`src/rtl/dds_ctrl_pkg.sv`:
```
// Shared constants for the DDS sweep controller: FSM state encoding and
// configuration register select values.
package dds_ctrl_pkg;

  typedef logic [2:0] state_t;

  localparam state_t S_IDLE   = 3'd0;
  localparam state_t S_LOAD_P = 3'd1;
  localparam state_t S_LOAD_F = 3'd2;
  localparam state_t S_DWELL  = 3'd3;
  localparam state_t S_DONE   = 3'd4;

  localparam logic [2:0] A_F_START = 3'd0;
  localparam logic [2:0] A_F_STEP  = 3'd1;
  localparam logic [2:0] A_N_STEPS = 3'd2;
  localparam logic [2:0] A_DWELL   = 3'd3;
  localparam logic [2:0] A_PHASE   = 3'd4;

endpackage

```
`src/rtl/dds_sweep_ctrl_dwell_timer.sv`:
```
// Dwell down-counter: loaded with the dwell length, counts down while
// enabled, and flags the final cycle of the dwell period.
module dds_dwell_timer #(
  parameter int CNT_WIDTH = 16
) (
  input  logic                 clk,
  input  logic                 rst,
  input  logic                 i_load,
  input  logic                 i_en,
  input  logic [CNT_WIDTH-1:0] i_value,
  output logic                 o_expire
);

  logic [CNT_WIDTH-1:0] r_cnt;

  always_ff @(posedge clk) begin
    if (rst) begin
      r_cnt <= '0;
    end else if (i_load) begin
      r_cnt <= i_value;
    end else if (i_en && (r_cnt != '0)) begin
      r_cnt <= r_cnt - CNT_WIDTH'(1);
    end
  end

  assign o_expire = (r_cnt == CNT_WIDTH'(1));

endmodule

```
`src/rtl/dds_sweep_ctrl.sv`:
```
// DDS frequency sweep controller: loads phase, then steps the frequency word
// n_steps+1 times with a programmable dwell between loads.
module dds_sweep_ctrl
  import dds_ctrl_pkg::*;
#(
  parameter int DATA_WIDTH = 16,
  parameter int CNT_WIDTH  = 16
) (
  input  logic                  clk,
  input  logic                  rst,
  input  logic                  cfg_we,
  input  logic [2:0]            cfg_addr,
  input  logic [DATA_WIDTH-1:0] cfg_data,
  input  logic                  start,
  input  logic                  abort,
  output logic                  Enable,
  output logic                  LoadP,
  output logic                  LoadF,
  output logic [DATA_WIDTH-1:0] FreqPhase,
  output logic                  busy,
  output logic                  done
);

  state_t                r_state;
  state_t                w_state_nxt;
  logic [DATA_WIDTH-1:0] r_f_start;
  logic [DATA_WIDTH-1:0] r_f_step;
  logic [DATA_WIDTH-1:0] r_phase;
  logic [CNT_WIDTH-1:0]  r_n_steps;
  logic [CNT_WIDTH-1:0]  r_dwell;
  logic [DATA_WIDTH-1:0] r_cur_freq;
  logic [CNT_WIDTH-1:0]  r_step_idx;
  logic [CNT_WIDTH-1:0]  w_dwell_len;
  logic                  w_expire;
  logic                  w_dwell_end;
  logic                  w_last;
  logic                  w_launch;
  logic                  w_advance;

  // A programmed dwell of 0 still yields one dwell cycle.
  assign w_dwell_len = (r_dwell == '0) ? CNT_WIDTH'(1) : r_dwell;

  dds_dwell_timer #(
    .CNT_WIDTH (CNT_WIDTH)
  ) u_dwell (
    .clk      (clk),
    .rst      (rst),
    .i_load   (r_state == S_LOAD_F),
    .i_en     (r_state == S_DWELL),
    .i_value  (w_dwell_len),
    .o_expire (w_expire)
  );

  assign w_dwell_end = (r_state == S_DWELL) && w_expire;
  assign w_last      = (r_step_idx == r_n_steps);
  assign w_launch    = (r_state == S_IDLE) && start && !abort;
  assign w_advance   = w_dwell_end && !w_last && !abort;

  always_comb begin
    w_state_nxt = r_state;
    if (abort) begin
      w_state_nxt = S_IDLE;
    end else begin
      case (r_state)
        S_IDLE:   if (start) w_state_nxt = S_LOAD_P;
        S_LOAD_P: w_state_nxt = S_LOAD_F;
        S_LOAD_F: w_state_nxt = S_DWELL;
        S_DWELL:  if (w_expire) w_state_nxt = w_last ? S_DONE : S_LOAD_F;
        S_DONE:   w_state_nxt = S_IDLE;
        default:  w_state_nxt = S_IDLE;
      endcase
    end
  end

  always_ff @(posedge clk) begin
    if (rst) begin
      r_state    <= S_IDLE;
      r_f_start  <= '0;
      r_f_step   <= '0;
      r_phase    <= '0;
      r_n_steps  <= '0;
      r_dwell    <= '0;
      r_cur_freq <= '0;
      r_step_idx <= '0;
    end else begin
      r_state <= w_state_nxt;
      if ((r_state == S_IDLE) && cfg_we) begin
        case (cfg_addr)
          A_F_START: r_f_start <= cfg_data;
          A_F_STEP:  r_f_step  <= cfg_data;
          A_N_STEPS: r_n_steps <= cfg_data[CNT_WIDTH-1:0];
          A_DWELL:   r_dwell   <= cfg_data[CNT_WIDTH-1:0];
          A_PHASE:   r_phase   <= cfg_data;
          default:   ;
        endcase
      end
      if (w_launch) begin
        r_cur_freq <= r_f_start;
        r_step_idx <= '0;
      end else if (w_advance) begin
        r_cur_freq <= r_cur_freq + r_f_step;
        r_step_idx <= r_step_idx + CNT_WIDTH'(1);
      end
    end
  end

  assign Enable = (r_state == S_LOAD_P) || (r_state == S_LOAD_F) || (r_state == S_DWELL);
  assign LoadP  = (r_state == S_LOAD_P);
  assign LoadF  = (r_state == S_LOAD_F);
  assign busy   = (r_state != S_IDLE);
  assign done   = (r_state == S_DONE);

  always_comb begin
    FreqPhase = '0;
    if (r_state == S_LOAD_P)      FreqPhase = r_phase;
    else if (r_state == S_LOAD_F) FreqPhase = r_cur_freq;
  end

endmodule

```
`config.mk`:
```
export PLATFORM = sky130hd
export DESIGN_NAME = dds_sweep_ctrl
export DESIGN_NICKNAME = d
export VERILOG_FILES = /design/src/rtl/dds_ctrl_pkg.sv /design/src/rtl/dds_sweep_ctrl_dwell_timer.sv /design/src/rtl/dds_sweep_ctrl.sv
export SDC_FILE = /design/constraint.sdc
export NUM_CORES = 1
export LEC_CHECK = 0
export CAP_MARGIN = 20
export CORE_ASPECT_RATIO = 2
export CORE_MARGIN = 3
export CORE_UTILIZATION = 30
export CTS_CLUSTER_DIAMETER = 60
export DETAILED_ROUTE_END_ITERATION = 8
export PLACE_DENSITY = 0.45
export SLEW_MARGIN = 10
export SYNTH_ARGS = -nofsm -noshare
export SYNTH_HDL_FRONTEND = slang
export SYNTH_SLANG_ARGS = --single-unit
```
`constraint.sdc`:
```
create_clock -name clk -period 2.73 [get_ports clk]
set_input_delay 0.546 -clock clk [delete_from_list [all_inputs] [get_ports clk]]
set_output_delay 0.546 -clock clk [all_outputs]
set_load 0.05 [all_outputs]
```
==> results of run 1 <==
-- layout by cell type, fill, tap and decap left out, types with 4 or more instances in the layout --
cell,n
a211oi_1,8
a21o_1,8
a21oi_1,56
a22o_1,18
a22oi_1,6
a2bb2oi_1,5
and3_1,4
and4_1,4
buf_12,21
buf_4,25
bufinv_16,5
clkbuf_16,17
clkdlybuf4s50_1,25
clkinvlp_4,6
dfxtp_1,130
ha_1,19
inv_1,15
mux2i_1,69
nand2_1,70
nand2b_1,4
nand3_1,24
nand3b_1,6
nand4_1,7
nand4b_1,4
nor2_1,106
nor3_1,15
nor3b_2,4
nor4_1,12
o21ai_0,13
o221ai_1,5
or2_2,4
or3_1,8
xnor2_1,31
xor2_1,7
-- final timing paths --
check                     from            end  slack (ps)  cells past startpoint
max                 r_state[1]   FreqPhase[2]         150                      5
min               r_f_start[6]   r_f_start[6]         450                      2
max reg2reg  u_dwell.r_cnt[10]  r_step_idx[5]         220                      6
min reg2reg       r_f_start[6]   r_f_start[6]         450                      2
-- worst max-delay path: stages, from the launching register on --
cell and delay [ps]:
dfxtp_2 420, or3b_2 480, inv_1 90, buf_4 220, a22o_1 240, buf_12 150
-- cell families (layout without fill, tap and decap cells) --
family | count (synthesis) | after routing
adders and majority gates | 20 | 20
muxes | 69 | 69
buffers and inverters | 56 | 118
DFF | 131 | 131
AOI/OAI and AO/OA | 153 | 153
xor gates and xnor gates | 38 | 38
and+or+nand+nor | 285 | 285
-- sequential cells by signal, summed over array words and instances (netlist names) --
register,flops
u_dwell.r_cnt,16
r_phase,16
r_state,3
r_f_step,16
r_n_steps,16
r_cur_freq,16
r_f_start,16
r_dwell,16
r_step_idx,16
-- stage by stage --
step	hold slack (ps)	total power (W)	util [%]	instance area, µm²
floorplan	436	0.00224	-	6540
global placement	444	0.00241	35.8	7600
detailed placement	447	0.00241	35.8	7600
CTS	455	0.00496	38.9	8250
global route	477	0.00506	38.9	8250
finish	454	0.00489	38.9	8250
-- power by group through the flow --
stage                     Clock, W  Combinational (W)  Sequential, W
after global placement           0           0.000394        0.00201
after detailed placement         0           0.000399        0.00201
after CTS                  0.00259           0.000400        0.00197
after global routing       0.00266           0.000430        0.00198
after floorplan                  0           0.000233        0.00200
final                      0.00252           0.000397        0.00197
-- final cells by class --
type                            instances  area [µm²]  area share, %
Tap cell                              269         337           4.08
Sequential cell                       131        2620           31.8
Timing Repair Buffer                   71         858           10.4
Clock inverter                         14         210           2.55
Multi-Input combinational cell        565        3720           45.1
Clock buffer                           18         439           5.32
Inverter                               15        56.3          0.683
-- routing by layer --
layer / track usage (%) / wire length, µm / vias up
met3: 3.60 / 582 / 43
met1: 18.2 / 7640 / 2824
li1: - / - / 2808
met2: 36.5 / 12500 / 117
met4: 8.71 / 816 / 0
met5: 0 / 0 / -
-- timing repair --
| action | CTS | global route |
|---|---|---|
| gates resized for setup | 0 | 1 |
| endpoints found under the setup margin | 0 | 7 |
| endpoints found under the hold margin | 0 | 0 |
==> results.yml, run 1 <==
yosys:
  synth_compound_area_share_pct: 15.9
  synthSimpleGateAreaFrac_pct: 21.0
  synth_top_family_by_area: "simple AND/OR/NAND/NOR gates"
  synth_top_cell_by_area: "dfxtp_1"
  synth_xor_area_share_pct: 5.09
  syn_inst: 752
  async_flop_share_pct: 0
  avgSynthCellArea_um2: 8.69
  yosysMostFrequentCell: "dfxtp_1"
  netlist_area_um2: 6540
  yosys-top-cells-area: "dfxtp_1, mux2i_1, nor2_1"
  synth_mux_area_share_pct: 10.6
  synthTopCellsByCount: "dfxtp_1, nor2_1, nand2_1"
  yosysSeqAreaShare_pct: 40.1
  synth_edf_count: 0
  ys_types: 57
  synth-main-ff-cell: "dfxtp_1"
  yosys_warnings: 0
  ys_ff_latch: 131
  syn-num-nets: 796
  synthAdderAreaFrac_pct: 3.94
  synth.top_cell.area_share_pct: 40.1
global_route:
  grt_pass1_wl_um: 33200
  grt_max_degree: 68
  grt_pass1_vias: 6003
  grt_overflow: 0
  antenna_found_initial: 0
  grt_use_total_pct: 18.8
pwr:
  clkPwrFrac_pct: 51.6
  p_leak_nw: 3.17
  power_density_nw_per_um2: 593
  max-vdd-ir-drop_mv: 0.383
  pwr-share-seq_pct: 40.3
  netSwitchingPower_w: 0.00116
  intPower_w: 0.00373
  swShare_pct: 23.6
  power.share.combinational_pct: 8.1
place:
  dp_hpwl_um: 16100
  io_buffers: 44
  pre_cts_ws_ps: 219
  dpl.cell_count: 1051
  place_congestion: 0.888
status:
  outcome: "complete, no violations"
job:
  cap_violations: 0
clock_network:
  clockBufferDepth: 2
  cts_made_buffers: 17
  clock_latency_ps: 430
  post_cts_buffers: 0
  cts_hold_buf: 0
  cts.clk_slew.worst_paths_ps: 60
  cts_tree: "built"
  cts_root_buf: "clkbuf_16"
  htree_levels: 4
  cts_sinks: 131
timing:
  setup_viol: 0
  setup_ws_ps: 152
  max_freq_mhz: 388
  setup_tns_ps: 0
  rsz0062_at_grt: "false"
  finalMaxSlewViolations: 0
  post-route-period-util_pct: 94.4
  hold_viol: 0
  tightest_slew_ps: 850
  finalClockSkew_ps: 6.27
  relSlewSlack_pct: 43.1
  fin_crit_ps: 2580
cells_and_area:
  drive_above_1_share_pct: 11.5
  layout.nets: 845
  fill_cells: 2212
  finalNonFillerCells: 1083
  antenna_cells: 0
  syn2layout_area_growth_pct: 26.2
floorplan:
  die_w_um: 110
  pin_count: 45
  initial_core_util_pct: 30.8
  rows: 75
  dieArea_um2: 23700
  chipHeight_um: 215
  coreArea_um2: 21200
routing:
  vias: 5792
  drc: 0
  ant_nets: 0
  viasPerCell: 5.35
  wl_per_cell_um: 19.9
  drtIter0Drc: 375
  firstDrtPassIters: 5
  drt_wl_total_um: 21500
worst_setup_path:
  cp_max_fo: 12
  critical_path.startpoint_type: "register"
  worstSetupPathType: "reg2out"
  end_kind: "output pin"
  worstPathArrival_ps: 2030
  required_ps: 2180
hold_path:
  hold_class: "reg2reg"
Power figures use the tool's default switching activity.
==> run 2: changes to the inputs <==
SKIP_CTS_REPAIR_TIMING = 1   (was not set)
==> results of run 2 <==
Same layout as run 1: the final DEF is identical, and so are final timing and power.
==> run 3: changes to the inputs <==
TNS_END_PERCENT = 10   (was not set)
==> results of run 3 <==
Same layout as run 1: the final DEF is identical, and so are final timing and power.
